--- src/rtl/uc_port_pkg.sv ---
// rtl/uc_port_pkg.sv - shared states, select encoding and sizes for the uc RAM port master
package uc_port_pkg;

    localparam int RAM_AW  = 15;
    localparam int MAX_LEN = 32768;
    localparam int LEN_W   = $clog2(MAX_LEN + 1);

    typedef enum logic [3:0] {
        S_IDLE,
        S_LOAD_LO,
        S_LOAD_HI,
        S_FETCH,
        S_REQ,
        S_REL,
        S_INC,
        S_DELIVER,
        S_DONE
    } state_t;

    typedef enum logic [1:0] {
        SEL_NONE,
        SEL_LO,
        SEL_HI
    } sel_t;

    // High address byte as the CPLD expects it: bit 7 is always zero.
    function automatic logic [7:0] addr_hi_byte(input logic [RAM_AW-1:0] a);
        return {1'b0, a[RAM_AW-1:8]};
    endfunction

endpackage

--- src/rtl/uc_ram_port_master_if.sv ---
// rtl/uc_ram_port_master_if.sv - CPLD uc RAM port signal bundle
interface uc_ram_port_master_if;

    logic [7:0] uc_data_out;
    logic       uc_data_oe;
    logic [7:0] uc_data_in;
    logic       uc_read;
    logic       uc_write;
    logic       set_addr_lo;
    logic       set_addr_hi;
    logic       strobe_addr;
    logic       uc_ack;

    modport master (
        output uc_data_out, uc_data_oe, uc_read, uc_write,
               set_addr_lo, set_addr_hi, strobe_addr,
        input  uc_data_in, uc_ack
    );

    modport slave (
        input  uc_data_out, uc_data_oe, uc_read, uc_write,
               set_addr_lo, set_addr_hi, strobe_addr,
        output uc_data_in, uc_ack
    );

endinterface

--- src/rtl/sync_2ff.sv ---
// rtl/sync_2ff.sv - two-flop synchronizer for asynchronous CPLD inputs
// Deliberately unreset so a level held through reset is still seen right after it.
module sync_2ff #(
    parameter int WIDTH = 1
) (
    input  logic             clk,
    input  logic [WIDTH-1:0] d,
    output logic [WIDTH-1:0] q
);

    logic [WIDTH-1:0] meta;

    always_ff @(posedge clk) begin
        meta <= d;
        q    <= meta;
    end

endmodule

--- src/rtl/uc_ram_port_master.sv ---
// rtl/uc_ram_port_master.sv - burst master driving the cartridge CPLD uc RAM port
module uc_ram_port_master
    import uc_port_pkg::*;
#(
    parameter int SETUP_CYC   = 2,
    parameter int STROBE_CYC  = 2,
    parameter int HOLD_CYC    = 1,
    parameter int ACK_TIMEOUT = 4096
) (
    input  logic              clk,
    input  logic              rst,
    input  logic              cmd_valid,
    output logic              cmd_ready,
    input  logic              cmd_read,
    input  logic [RAM_AW-1:0] cmd_addr,
    input  logic [LEN_W-1:0]  cmd_len,
    input  logic [7:0]        wr_data,
    input  logic              wr_valid,
    output logic              wr_ready,
    output logic [7:0]        rd_data,
    output logic              rd_valid,
    input  logic              rd_ready,
    output logic              busy,
    output logic              error,
    uc_ram_port_master_if.master uc
);

    localparam int STRB_LEN = SETUP_CYC + STROBE_CYC + HOLD_CYC;
    localparam int TMR_MAX  = (ACK_TIMEOUT > STRB_LEN) ? ACK_TIMEOUT : STRB_LEN;
    localparam int TW       = $clog2(TMR_MAX + 1);

    localparam logic [TW-1:0] STRB_ON  = TW'(SETUP_CYC);
    localparam logic [TW-1:0] STRB_OFF = TW'(SETUP_CYC + STROBE_CYC);
    localparam logic [TW-1:0] STRB_END = TW'(STRB_LEN - 1);
    localparam logic [TW-1:0] TMO_END  = TW'(ACK_TIMEOUT - 1);

    state_t            state, state_d;
    logic [TW-1:0]     tmr;
    logic [RAM_AW-1:0] addr;
    logic [LEN_W-1:0]  len;
    logic              dir;
    logic [7:0]        wbyte;
    logic [7:0]        rbyte;

    logic              ack_s;
    sel_t              sel;
    logic              strobe;
    logic [7:0]        data;
    logic              oe;
    logic              rd_en;
    logic              wr_en;
    logic              cmd_fire;
    logic              strb_last;
    logic              in_strobe;
    logic              timeout;

    sync_2ff #(.WIDTH(1)) u_ack_sync (
        .clk (clk),
        .d   (uc.uc_ack),
        .q   (ack_s)
    );

    // A new command waits until the CPLD has released ack from any aborted cycle.
    assign cmd_ready = (state == S_IDLE) && !ack_s && !rst;
    assign cmd_fire  = cmd_valid && cmd_ready;

    // One timer serves both the strobe phase and the ack timeout; it restarts on every state change.
    assign strb_last = (tmr == STRB_END);
    assign in_strobe = (tmr >= STRB_ON) && (tmr < STRB_OFF);
    assign timeout   = (tmr == TMO_END) &&
                       (((state == S_REQ) && !ack_s) || ((state == S_REL) && ack_s));

    always_comb begin
        state_d  = state;
        sel      = SEL_NONE;
        strobe   = 1'b0;
        data     = 8'h00;
        rd_en    = 1'b0;
        wr_en    = 1'b0;
        wr_ready = 1'b0;
        rd_valid = 1'b0;
        case (state)
            S_IDLE: begin
                if (cmd_fire) state_d = (cmd_len == '0) ? S_DONE : S_LOAD_LO;
            end
            S_LOAD_LO: begin
                sel    = SEL_LO;
                data   = addr[7:0];
                strobe = in_strobe;
                if (strb_last) state_d = S_LOAD_HI;
            end
            S_LOAD_HI: begin
                sel    = SEL_HI;
                data   = addr_hi_byte(addr);
                strobe = in_strobe;
                if (strb_last) state_d = dir ? S_REQ : S_FETCH;
            end
            S_FETCH: begin
                wr_ready = 1'b1;
                if (wr_valid) state_d = S_REQ;
            end
            S_REQ: begin
                rd_en = dir;
                wr_en = !dir;
                if (!dir) data = wbyte;
                if (timeout)    state_d = S_IDLE;
                else if (ack_s) state_d = S_REL;
            end
            S_REL: begin
                if (timeout)     state_d = S_IDLE;
                else if (!ack_s) state_d = S_INC;
            end
            S_INC: begin
                strobe = in_strobe;
                if (strb_last) begin
                    if (dir)                      state_d = S_DELIVER;
                    else if (len == LEN_W'(1))    state_d = S_DONE;
                    else                          state_d = S_FETCH;
                end
            end
            S_DELIVER: begin
                rd_valid = 1'b1;
                if (rd_ready) state_d = (len == '0) ? S_DONE : S_REQ;
            end
            S_DONE: begin
                state_d = S_IDLE;
            end
            default: begin
                state_d = S_IDLE;
            end
        endcase
        oe = (sel != SEL_NONE) || wr_en;
    end

    always_ff @(posedge clk) begin
        if (rst) begin
            state <= S_IDLE;
            tmr   <= '0;
            addr  <= '0;
            len   <= '0;
            dir   <= 1'b0;
            wbyte <= 8'h00;
            rbyte <= 8'h00;
            error <= 1'b0;
        end else begin
            state <= state_d;
            tmr   <= (state_d != state) ? '0 : tmr + 1'b1;
            if (cmd_fire) begin
                addr  <= cmd_addr;
                len   <= cmd_len;
                dir   <= cmd_read;
                error <= 1'b0;
            end
            if (timeout) error <= 1'b1;
            if ((state == S_FETCH) && wr_valid) wbyte <= wr_data;
            if ((state == S_REQ) && ack_s && dir) rbyte <= uc.uc_data_in;
            if ((state == S_INC) && strb_last) begin
                addr <= addr + 1'b1;
                len  <= len - 1'b1;
            end
        end
    end

    assign busy           = (state != S_IDLE);
    assign rd_data        = rbyte;
    assign uc.uc_data_out = data;
    assign uc.uc_data_oe  = oe;
    assign uc.uc_read     = rd_en;
    assign uc.uc_write    = wr_en;
    assign uc.set_addr_lo = (sel == SEL_LO);
    assign uc.set_addr_hi = (sel == SEL_HI);
    assign uc.strobe_addr = strobe;

endmodule

--- src/flat_wrapper.sv ---
// flat-port wrapper written by rule: the top's interface ports become plain ports
module uc_ram_port_master_flat import uc_port_pkg::*;
#(
    parameter int SETUP_CYC   = 2,
    parameter int STROBE_CYC  = 2,
    parameter int HOLD_CYC    = 1,
    parameter int ACK_TIMEOUT = 4096
)
  (clk, rst, cmd_valid, cmd_ready, cmd_read, cmd_addr, cmd_len, wr_data, wr_valid, wr_ready, rd_data, rd_valid, rd_ready, busy, error, uc_uc_data_out, uc_uc_data_oe, uc_uc_read, uc_uc_write, uc_set_addr_lo, uc_set_addr_hi, uc_strobe_addr, uc_uc_data_in, uc_uc_ack);
  uc_ram_port_master_if uc_i ();
  input  logic clk;
  input  logic rst;
  input  logic cmd_valid;
  output logic cmd_ready;
  input  logic cmd_read;
  input  logic [RAM_AW-1:0] cmd_addr;
  input  logic [LEN_W-1:0] cmd_len;
  input  logic [7:0] wr_data;
  input  logic wr_valid;
  output logic wr_ready;
  output logic [7:0] rd_data;
  output logic rd_valid;
  input  logic rd_ready;
  output logic busy;
  output logic error;
  output wire logic [$bits(uc_i.uc_data_out)-1:0] uc_uc_data_out;
  output wire logic [$bits(uc_i.uc_data_oe)-1:0] uc_uc_data_oe;
  output wire logic [$bits(uc_i.uc_read)-1:0] uc_uc_read;
  output wire logic [$bits(uc_i.uc_write)-1:0] uc_uc_write;
  output wire logic [$bits(uc_i.set_addr_lo)-1:0] uc_set_addr_lo;
  output wire logic [$bits(uc_i.set_addr_hi)-1:0] uc_set_addr_hi;
  output wire logic [$bits(uc_i.strobe_addr)-1:0] uc_strobe_addr;
  input wire logic [$bits(uc_i.uc_data_in)-1:0] uc_uc_data_in;
  input wire logic [$bits(uc_i.uc_ack)-1:0] uc_uc_ack;
  assign uc_uc_data_out = uc_i.uc_data_out;
  assign uc_uc_data_oe = uc_i.uc_data_oe;
  assign uc_uc_read = uc_i.uc_read;
  assign uc_uc_write = uc_i.uc_write;
  assign uc_set_addr_lo = uc_i.set_addr_lo;
  assign uc_set_addr_hi = uc_i.set_addr_hi;
  assign uc_strobe_addr = uc_i.strobe_addr;
  assign uc_i.uc_data_in = uc_uc_data_in;
  assign uc_i.uc_ack = uc_uc_ack;
  uc_ram_port_master #(.SETUP_CYC(SETUP_CYC), .STROBE_CYC(STROBE_CYC), .HOLD_CYC(HOLD_CYC), .ACK_TIMEOUT(ACK_TIMEOUT)) u_core (.clk(clk), .rst(rst), .cmd_valid(cmd_valid), .cmd_ready(cmd_ready), .cmd_read(cmd_read), .cmd_addr(cmd_addr), .cmd_len(cmd_len), .wr_data(wr_data), .wr_valid(wr_valid), .wr_ready(wr_ready), .rd_data(rd_data), .rd_valid(rd_valid), .rd_ready(rd_ready), .busy(busy), .error(error), .uc(uc_i));
endmodule
--- config.mk ---
export PLATFORM = sky130hd
export DESIGN_NAME = uc_ram_port_master_flat
export DESIGN_NICKNAME = d
export VERILOG_FILES = /design/src/rtl/uc_port_pkg.sv /design/src/rtl/uc_ram_port_master_if.sv /design/src/rtl/sync_2ff.sv /design/src/rtl/uc_ram_port_master.sv /design/src/flat_wrapper.sv
export SDC_FILE = /design/constraint.sdc
export NUM_CORES = 1
export LEC_CHECK = 0
export ABC_CLOCK_PERIOD_IN_PS = 2800
export CORE_MARGIN = 10
export CORE_UTILIZATION = 64
export DETAILED_ROUTE_END_ITERATION = 8
export DONT_BUFFER_PORTS = 1
export HOLD_SLACK_MARGIN = 0.1
export PLACE_DENSITY = 0.86
export SLEW_MARGIN = 15
export SYNTH_ARGS = -nofsm -noshare
export SYNTH_HDL_FRONTEND = slang
export SYNTH_HIERARCHICAL = 1
export SYNTH_SLANG_ARGS = --single-unit
--- constraint.sdc ---
create_clock -name clk -period 2.8 [get_ports clk]
set_clock_uncertainty 0.15 [all_clocks]
set_input_delay 0.28 -clock clk [delete_from_list [all_inputs] [get_ports clk]]
set_output_delay 0.28 -clock clk [all_outputs]
set_load 0.05 [all_outputs]
==> results of run 1 <==
==> final cells by class <==
cell class | count | area (µm²)
Inverter | 18 | 67.6
Clock inverter | 1 | 5.00
Timing Repair Buffer | 76 | 816
Fill cell | 304 | 841
Multi-Input combinational cell | 343 | 2280
Tap cell | 72 | 90.1
Clock buffer | 15 | 176
Sequential cell | 68 | 1370
==> worst register-to-register path: cells and delay by family, from the launching register on <==
| kind | cells | cell delay (ns) |
|---|---|---|
| AO/OA/AOI/OAI | 2 | 0.30 |
| buffers and inverters | 2 | 0.76 |
| flip-flops | 1 | 0.39 |
| AND/OR/NAND/NOR | 4 | 0.95 |
==> power groups by stage <==
stage                     clock network [mW]  registers (mW)  logic [mW]
after detailed placement                   0            1.05       0.189
after global placement                     0            1.05       0.184
after CTS                              0.753            1.03       0.261
after global routing                   0.801            1.03       0.289
after floorplan                            0            1.04       0.167
final                                  0.753            1.03       0.273
==> cell usage after synthesis, types with 4 or more instances <==
library cell	count	share of area, %
a222oi_1	7	1.8
a22oi_1	4	0.79
nand4_1	8	1.3
ha_1	6	2.0
o21ai_0	18	2.4
dfxtp_1	68	36
buf_2	10	1.3
and3_1	10	1.7
inv_1	18	1.8
a211oi_1	5	0.99
clkbuf_1	13	1.3
o211ai_1	6	1.2
xor2_1	9	2.1
nand3_1	18	2.4
a31oi_1	8	1.3
nor2b_1	4	0.66
nand2_1	35	3.5
nor2_1	49	4.9
a32oi_1	5	1.2
or3_1	6	0.99
mux2i_1	16	4.2
nor4_1	9	1.5
nor3_1	25	3.3
nor3_2	6	1.6
a21oi_1	31	4.1
==> registers in the layout (all words and copies together), names as in the netlist, 4 cells and up <==
register	cells
u_core/wbyte	8
u_core/addr	15
u_core/state	4
u_core/tmr	13
u_core/len	16
u_core/rd_data	8
==> worst max path at each step <==
stage	startpoint	endpoint	slack (ns)	cells after the start
floorplan	u_core/state[2]	uc_uc_data_out[0]	0.07	6
global placement	u_core/state[2]	uc_uc_data_out[0]	0.44	5
detailed placement	u_core/state[1]	u_core/tmr[5]	0.33	6
CTS	u_core/state[3]	uc_uc_data_out[6]	0.13	6
global route	u_core/tmr[3]	u_core/addr[7]	0.03	8
finish	u_core/state[3]	uc_uc_data_out[4]	0.17	6
==> metrics by stage <==
stage | instance area (µm²) | hold WS, ns | instances
2_1_floorplan | 3800 | 0.158 | 455
3_3_place_gp | 4100 | 0.158 | 528
3_5_place_dp | 4100 | 0.158 | 528
4_1_cts | 4780 | 0.102 | 593
5_1_grt | 4800 | 0.108 | 593
6_report | 4800 | 0.114 | 593
==> timing repair <==
| item | CTS | global route |
|---|---|---|
| endpoints found under the setup margin | 7 | 10 |
| hold buffers | 49 | 0 |
| endpoints found under the hold margin | 54 | 0 |
| resized for setup | 1 | 6 |
==> per-layer routing <==
layer	vias to the layer above	GRT usage (%)	routed length [µm]
met5	-	0	0
li1	1828	-	-
met3	59	8.30	1450
met2	292	41.1	6060
met1	1871	29.6	4600
met4	0	11.4	464
==> cells by family (layout without fill, tap and decap cells) <==
group                      after synthesis  in the layout
xor gates and xnor gates                12             12
muxes                                   17             17
buffers and inverters                   44            110
and+or+nand+nor                        197            197
AOI/OAI and AO/OA                      111            111
DFF                                     68             68
adders and majority gates                6              6
==> flow_summary.yaml, run 1 <==
status:
  status: "finished, final reports clean"
placed_design:
  globalplace.congestion: 0.940
  place_ws_ns: 0.329
  dpl.hpwl_um: 7790
  port_buffers: 0
timing:
  report.final.slew_viol_count: 0
  hold_viol_final: 0
  fin_crit_ns: 2.63
  slew_headroom_pct: 56.6
  fmax_ghz: 0.380
  setup_slack_ns: 0.166
  period_share_pct: 94.1
  rsz0062_at_grt: "false"
  worstMarginPinSlew_ns: 0.647
  setup_viol: 0
  tns_ns: 0
floorplan:
  start_util_pct: 67.2
  rows: 27
  io_pins: 81
  die_h_um: 96.9
  die_w_um: 96.9
  die_area_um2: 9400
  coreArea_um2: 5640
clock_network:
  cts.sinks: 68
  root_buffer: "clkbuf_8"
  cts_buffer_depth: 2
  cts_buffers: 9
  insertion_delay_ns: 0.36
  post-cts-setup-buffer-count: 0
  cts_tree: "built"
  cts.reportedPaths.clkPinSlew_ns: 0.07
  cts_htree_levels: 3
route:
  antenna_left: 0
  route.detailed.drc: 0
  num_vias: 4050
  wl_per_cell_um: 21.2
  dr.pass1.iters: 6
  vias_per_cell: 6.83
  finalWirelength_um: 12600
  drt_iter0_drc: 587
critical_path:
  worstPathMaxFanout: 16
  critPathLaunchType: "flip-flop"
  critPathKind: "reg2out"
  critPathMaxStageDelay_ns: 0.58
  slowest_stage: "dfxtp_2"
  r2r_end: "u_core/addr[7]"
  path_cells: "inv_1 -> nand3b_1 -> nor3_4 -> a222oi_1 -> inv_1 -> buf_12"
  required_ns: 2.37
  rr_startpoint: "u_core/tmr[3]"
  critPathTopFamily: "flip-flops"
  end_kind: "output pin"
  rr_worst_depth: 8
  cpMostUsedCell: "inv_1"
  crit_buf_inv: 3
  arrival_ns: 2.20
  rrSetupSlack_ns: 0.22
finish:
  layout_commonest_cell: "dfxtp_1"
  syn2layout_area_growth_pct: 26.7
  final_core_util_pct: 85.1
  drive_above_1_share_pct: 14.0
  final_cell_mix: "dfxtp_1, nor2_1, dlygate4sd3_1, nand2_1, a21oi_1"
  num_antenna_cells: 0
  nets: 576
hold_path:
  min_path_cells: 2
  worstHoldEndpoint: "u_core/len[0]"
  hp-start: "rst"
  min_path_type: "in2reg"
logic_synthesis:
  synth_edf_count: 0
  ys_ff_latch: 68
  yosys_warnings: 6
  ys_async_sr_fraction_pct: 0
  ys_seq_area_share_pct: 35.9
  synth_top_family_by_area: "simple AND/OR/NAND/NOR gates"
  synthMuxAreaShare_pct: 4.52
  synth_compound_area_share_pct: 20.4
  synth_area_um2: 3790
  yosys.area_share.xor_xnor_pct: 2.77
  synthAdderAreaFrac_pct: 1.98
  yosys.area_share.simple_pct: 29.3
  netlist_instances: 455
  ys.flop_type: "dfxtp_1"
  ys_types: 65
  syn-num-nets: 515
  avgSynthCellArea_um2: 8.33
power:
  p_leak_nw: 1.85
  comb_power_share_pct: 13.3
  power_frac_seq_pct: 50.1
  switching_power_mw: 0.547
  vdd_drop_max_uv: 312
  switching_share_pct: 26.6
  p_int_mw: 1.51
  p_per_area_nw_per_um2: 428
  clkPwrFrac_pct: 36.6
  power_mw: 2.06
grt:
  antenna_found_initial: 0
  track_usage_pct: 25.3
  grt-ovfl-total: 0
  grt_pass1_vias: 3892
  grt_pass1_wl_um: 20000
  grt_max_degree: 54
flow_run:
  maxCapViolCount: 0
(Power assumes the default switching activity.)
==> run 2, diff against run 1 <==
Settings changed: CORE_UTILIZATION 64 to 55, PLACE_DENSITY 0.86 to 0.76.
==> run 2 against run 1 <==
  * Via count is 5.0% lower
  * Setup slack worse by 0.080 ns
  * Utilization decreased by 14 points
  * Sequential share of layout area fell by 0.27 points
  * Cell count is 1.7% higher
  * Maximum frequency decreased by 3.0%
  * Critical path type unchanged
==> flow_summary.yaml, run 2 (synthesis results as in run 1) <==
critical_path:
  arrival_ns: 2.28
  critPathKind: "reg2out"
  end_kind: "output pin"
  cpMostUsedCell: "inv_1"
  worstPathMaxFanout: 11
  slowest_stage: "dfxtp_1"
  path_cells: "inv_1 -> nor4_2 -> buf_4 -> a222oi_1 -> inv_1 -> buf_12"
  critPathMaxStageDelay_ns: 0.60
  required_ns: 2.37
  critPathLaunchType: "flip-flop"
  rr_worst_depth: 8
power:
  p_int_mw: 1.53
  power_frac_seq_pct: 48.9
  comb_power_share_pct: 12.7
  clkPwrFrac_pct: 38.4
  vdd_drop_max_uv: 324
  p_per_area_nw_per_um2: 435
  switching_power_mw: 0.575
  p_leak_nw: 1.87
  switching_share_pct: 27.4
finish:
  design_area_um2: 4830
  largest_reg_flops: 16
  largest-register: "u_core/len"
  syn2layout_area_growth_pct: 27.4
  final_cell_mix: "dfxtp_1, dlygate4sd3_1, nor2_1, nand2_1, a21oi_1"
  layout_commonest_cell: "dfxtp_1"
  reg.largest.list: "u_core/len x16, u_core/addr x15, u_core/tmr x13"
  num_antenna_cells: 0
  drive_above_1_share_pct: 13.8
  final_core_util_pct: 71.5
  fillers: 515
  nets: 578
route:
  dr_wl_met3_um: 1120
  highest_layer: "met4"
  finalWirelength_um: 11500
  num_vias: 3848
  vias_per_cell: 6.38
  wl_met2_um: 5660
  antenna_left: 0
  wl_per_cell_um: 19.1
  dr.pass1.iters: 6
  route.detailed.drc: 0
  m1WireLength_um: 4520
  drt_iter0_drc: 392
clock_network:
  root_buffer: "clkbuf_8"
  cts_tree: "built"
  cts.reportedPaths.clkPinSlew_ns: 0.07
  cts_buffer_depth: 2
  post-cts-setup-buffer-count: 0
  cts_htree_levels: 3
  insertion_delay_ns: 0.36
  cts_buffers: 9
  cts.sinks: 68
timing:
  hold_viol_final: 0
  rsz0062_at_grt: "false"
  period_share_pct: 96.9
  setup_viol: 0
  whs_ns: 0.165
  fin_crit_ns: 2.71
  report.final.slew_viol_count: 0
  fmax_ghz: 0.368
  worstMarginPinSlew_ns: 0.689
  tns_ns: 0
  slew_headroom_pct: 54.1
placed_design:
  globalplace.congestion: 0.915
  dpl.hpwl_um: 7770
  dpl-instance-area_um2: 4110
  port_buffers: 0
flow_run:
  maxCapViolCount: 0
floorplan:
  start_util_pct: 56.1
  io_pins: 81
  die_h_um: 103
  coreArea_um2: 6760
  rows: 30
  die_area_um2: 10600
  die_w_um: 103
grt:
  grt_pass1_wl_um: 18400
  grt-ovfl-total: 0
  antenna_found_initial: 0
  track_usage_pct: 21.8
  grt_pass1_vias: 3693
  grt_max_degree: 54
hold_path:
  min_path_cells: 3
  min_path_type: "in2reg"
status:
  status: "finished, final reports clean"
run 2: cell count changes in the layout (fill, tap and decap cells not counted), sizes merged:
cell | previous run | this run
bufinv | 0 | 1
clkinvlp | 0 | 1
dlygate4sd3 | 48 | 50
clkbuf | 15 | 10
clkinv | 1 | 4
run 2: per-stage QoR:
step | std cells | worst slack (ns) | total power, mW
finish | 603 | 0.0857 | 2.10
global route | 603 | 0.00411 | 2.18
CTS | 603 | 0.128 | 2.10
detailed placement | 536 | 0.324 | 1.24
global placement | 536 | 0.377 | 1.23
floorplan | 455 | 0.0675 | 1.20
run 2: power groups by stage:
| stage | clock network (mW) | registers (mW) | logic [mW] |
|---|---|---|---|
| global route | 0.861 | 1.03 | 0.292 |
| floorplan | 0 | 1.04 | 0.167 |
| global placement | 0 | 1.05 | 0.184 |
| CTS | 0.815 | 1.03 | 0.262 |
| detailed placement | 0 | 1.05 | 0.187 |
| finish | 0.806 | 1.03 | 0.267 |
run 2: cell type report:
cell class,count,area [µm²],area share [%]
timing repair buffer,78,836,17.3
sequential,68,1360,28.2
multi-input combinational,343,2270,47.0
tap,80,100,2.07
clock buffer,10,128,2.64
clock inverter,6,65.1,1.35
inverter,18,67.6,1.40
run 2: worst paths after layout:
kind                                from             endpoint  slack [ns]
setup / recovery         u_core/state[0]    uc_uc_data_out[2]        0.09
hold reg to reg   u_core/u_ack_sync/meta  u_core/u_ack_sync/q        0.18
setup reg to reg         u_core/state[1]       u_core/addr[7]        0.20
hold / removal                  rd_ready      u_core/state[1]        0.17
run 2: metal layers:
metal	GRT usage (%)	vias up
li1	-	1826
met1	26.6	1805
met2	36.4	193
met3	6.57	24
met4	5.67	0
met5	0	-
run 2: repair_timing:
action,CTS,global route
hold endpoints to repair,54,0
resized for setup,0,2
setup endpoints to repair,0,2
hold buffers,51,0
run 2: critical path: cells and delay by family, from the launching register on:
family / cells / cell delay [ns]
buf+inv: 4 / 0.82
simple gates: 1 / 0.37
flops: 1 / 0.60
compound gates: 1 / 0.13
==> run 3, diff against run 2 <==
Settings changed: SETUP_SLACK_MARGIN from default to 0.1.
==> run 3 against run 2 <==
  * Non-clock buffer count unchanged
  * Clock-buffer cell count grew 1
  * Flip-flop and latch count unchanged
  * Routed wire length is 0.30% lower
  * Maximum frequency up 3.9%
  * Critical path depth stayed put
  * Clock power is 28% higher
  * Design area grew 1.1%
  * Sequential share of layout area decreased by 0.27 points
  * Setup slack improved by 0.10 ns
  * Critical endpoint is now u_core/tmr[2]
  * Global-route usage is 0.051 points lower
  * Combinational power increased by 1%
==> flow_summary.yaml, run 3 (synthesis results as in run 1) <==
status:
  status: "finished, final reports clean"
critical_path:
  critPathLaunchType: "flip-flop"
  worstPathMaxFanout: 13
  end_kind: "flip-flop"
  arrival_ns: 2.67
  rr_startpoint: "u_core/state[1]"
  r2r_end: "u_core/tmr[2]"
  rr_worst_depth: 6
  rrSetupSlack_ns: 0.19
  crit_start: "u_core/state[1]"
  required_ns: 2.86
  critPathKind: "reg2reg"
  slowest_stage: "dfxtp_1"
  critPathMaxStageDelay_ns: 0.53
  path_cells: "nor3b_2 -> o21ai_0 -> a311o_1 -> and4_4 -> o211ai_4 -> nor3_1"
  worst_setup_path_endpoint: "u_core/tmr[2]"
route:
  finalWirelength_um: 11500
  dr.pass1.iters: 6
  drt_iter0_drc: 333
  wl_per_cell_um: 19.0
  vias_per_cell: 6.35
  num_vias: 3827
  route.detailed.drc: 0
  antenna_left: 0
clock_network:
  cts_buffer_depth: 2
  insertion_delay_ns: 0.35
  cts.sinks: 68
  cts_buffers: 9
  root_buffer: "clkbuf_8"
  cts.reportedPaths.clkPinSlew_ns: 0.07
  cts_tree: "built"
  post-cts-setup-buffer-count: 0
  cts_htree_levels: 3
finish:
  layout_commonest_cell: "dfxtp_1"
  num_antenna_cells: 0
  drive_above_1_share_pct: 14.7
  final_core_util_pct: 72.3
  final_cell_mix: "dfxtp_1, nor2_1, dlygate4sd3_1, nand2_1, a21oi_1"
  largest_reg_flops: 16
  fillers: 499
  nets: 578
  reg.largest.list: "u_core/len x16, u_core/addr x15, u_core/tmr x13"
  stdcell_count: 603
  design_area_um2: 4880
  largest-register: "u_core/len"
  syn2layout_area_growth_pct: 28.9
placed_design:
  dpl.hpwl_um: 7790
  port_buffers: 0
  place_ws_ns: 0.286
  globalplace.congestion: 0.983
  place_inst: 537
  dpl-instance-area_um2: 4090
floorplan:
  die_area_um2: 10600
  die_w_um: 103
  die_h_um: 103
  start_util_pct: 56.1
  coreArea_um2: 6760
  io_pins: 81
  rows: 30
timing:
  fin_crit_ns: 2.61
  slew_headroom_pct: 56.9
  hold_viol_final: 0
  whs_ns: 0.107
  rsz0062_at_grt: "true"
  report.final.slew_viol_count: 0
  fmax_ghz: 0.383
  worstMarginPinSlew_ns: 0.640
  tns_ns: 0
  period_share_pct: 93.3
  setup_viol: 0
  setup_slack_ns: 0.187
power:
  p_per_area_nw_per_um2: 477
  power_mw: 2.33
  p_leak_nw: 1.89
  vdd_drop_max_uv: 242
grt:
  grt_max_degree: 54
  antenna_found_initial: 0
  grt_pass1_wl_um: 18500
  track_usage_pct: 21.8
  grt_pass1_vias: 3655
  grt-ovfl-total: 0
hold_path:
  min_path_cells: 2
  hp-start: "rst"
  min_path_type: "in2reg"
flow_run:
  maxCapViolCount: 0
run 3: per-layer routing:
layer  share of wire [%]  vias up  global-route usage (%)  wire [µm]
li1                    -     1817                       -          -
met1                  41     1813                    27.2       4700
met2                  49      182                    35.4       5570
met3                 9.1       15                    7.04       1050
met4                 1.3        0                    5.35        154
met5                   0        -                       0          0
run 3: worst max-delay path: cells and delay by family (launching register included):
family | cells | cell delay [ns]
flip-flops | 1 | 0.53
AND/OR/NAND/NOR | 3 | 0.79
AO/OA/AOI/OAI | 3 | 1.01
run 3: layout make-up:
class / instances / area (µm²) / share of cell area [%]
multi-input cells: 343 / 2290 / 46.8
inverters: 18 / 67.6 / 1.38
repair buffers: 78 / 808 / 16.6
clock inverters: 5 / 106 / 2.18
well taps: 80 / 100 / 2.05
flip-flops and latches: 68 / 1360 / 27.9
clock buffers: 11 / 151 / 3.10
run 3: worst min path at each step:
stage                                   endpoint  slack, ns
after floorplan           u_core/u_ack_sync/meta       0.16
after global placement    u_core/u_ack_sync/meta       0.16
after detailed placement  u_core/u_ack_sync/meta       0.16
after CTS                        u_core/wbyte[4]       0.10
after global routing             u_core/wbyte[4]       0.12
final                              u_core/len[1]       0.11
run 3: report_power, final:
part	switching [mW]	internal (mW)	leakage (nW)	total [mW]
Combinational	0.147	0.124	1.21	0.271
Clock	0.387	0.643	0.126	1.03
Sequential	0.0358	0.991	0.552	1.03
Total	0.570	1.76	1.89	2.33
run 3: timing repair:
item | CTS | global route
resized for setup | 0 | 5
hold buffers | 50 | 0
endpoints found under the setup margin | 0 | 18
hold endpoints to repair | 54 | 0
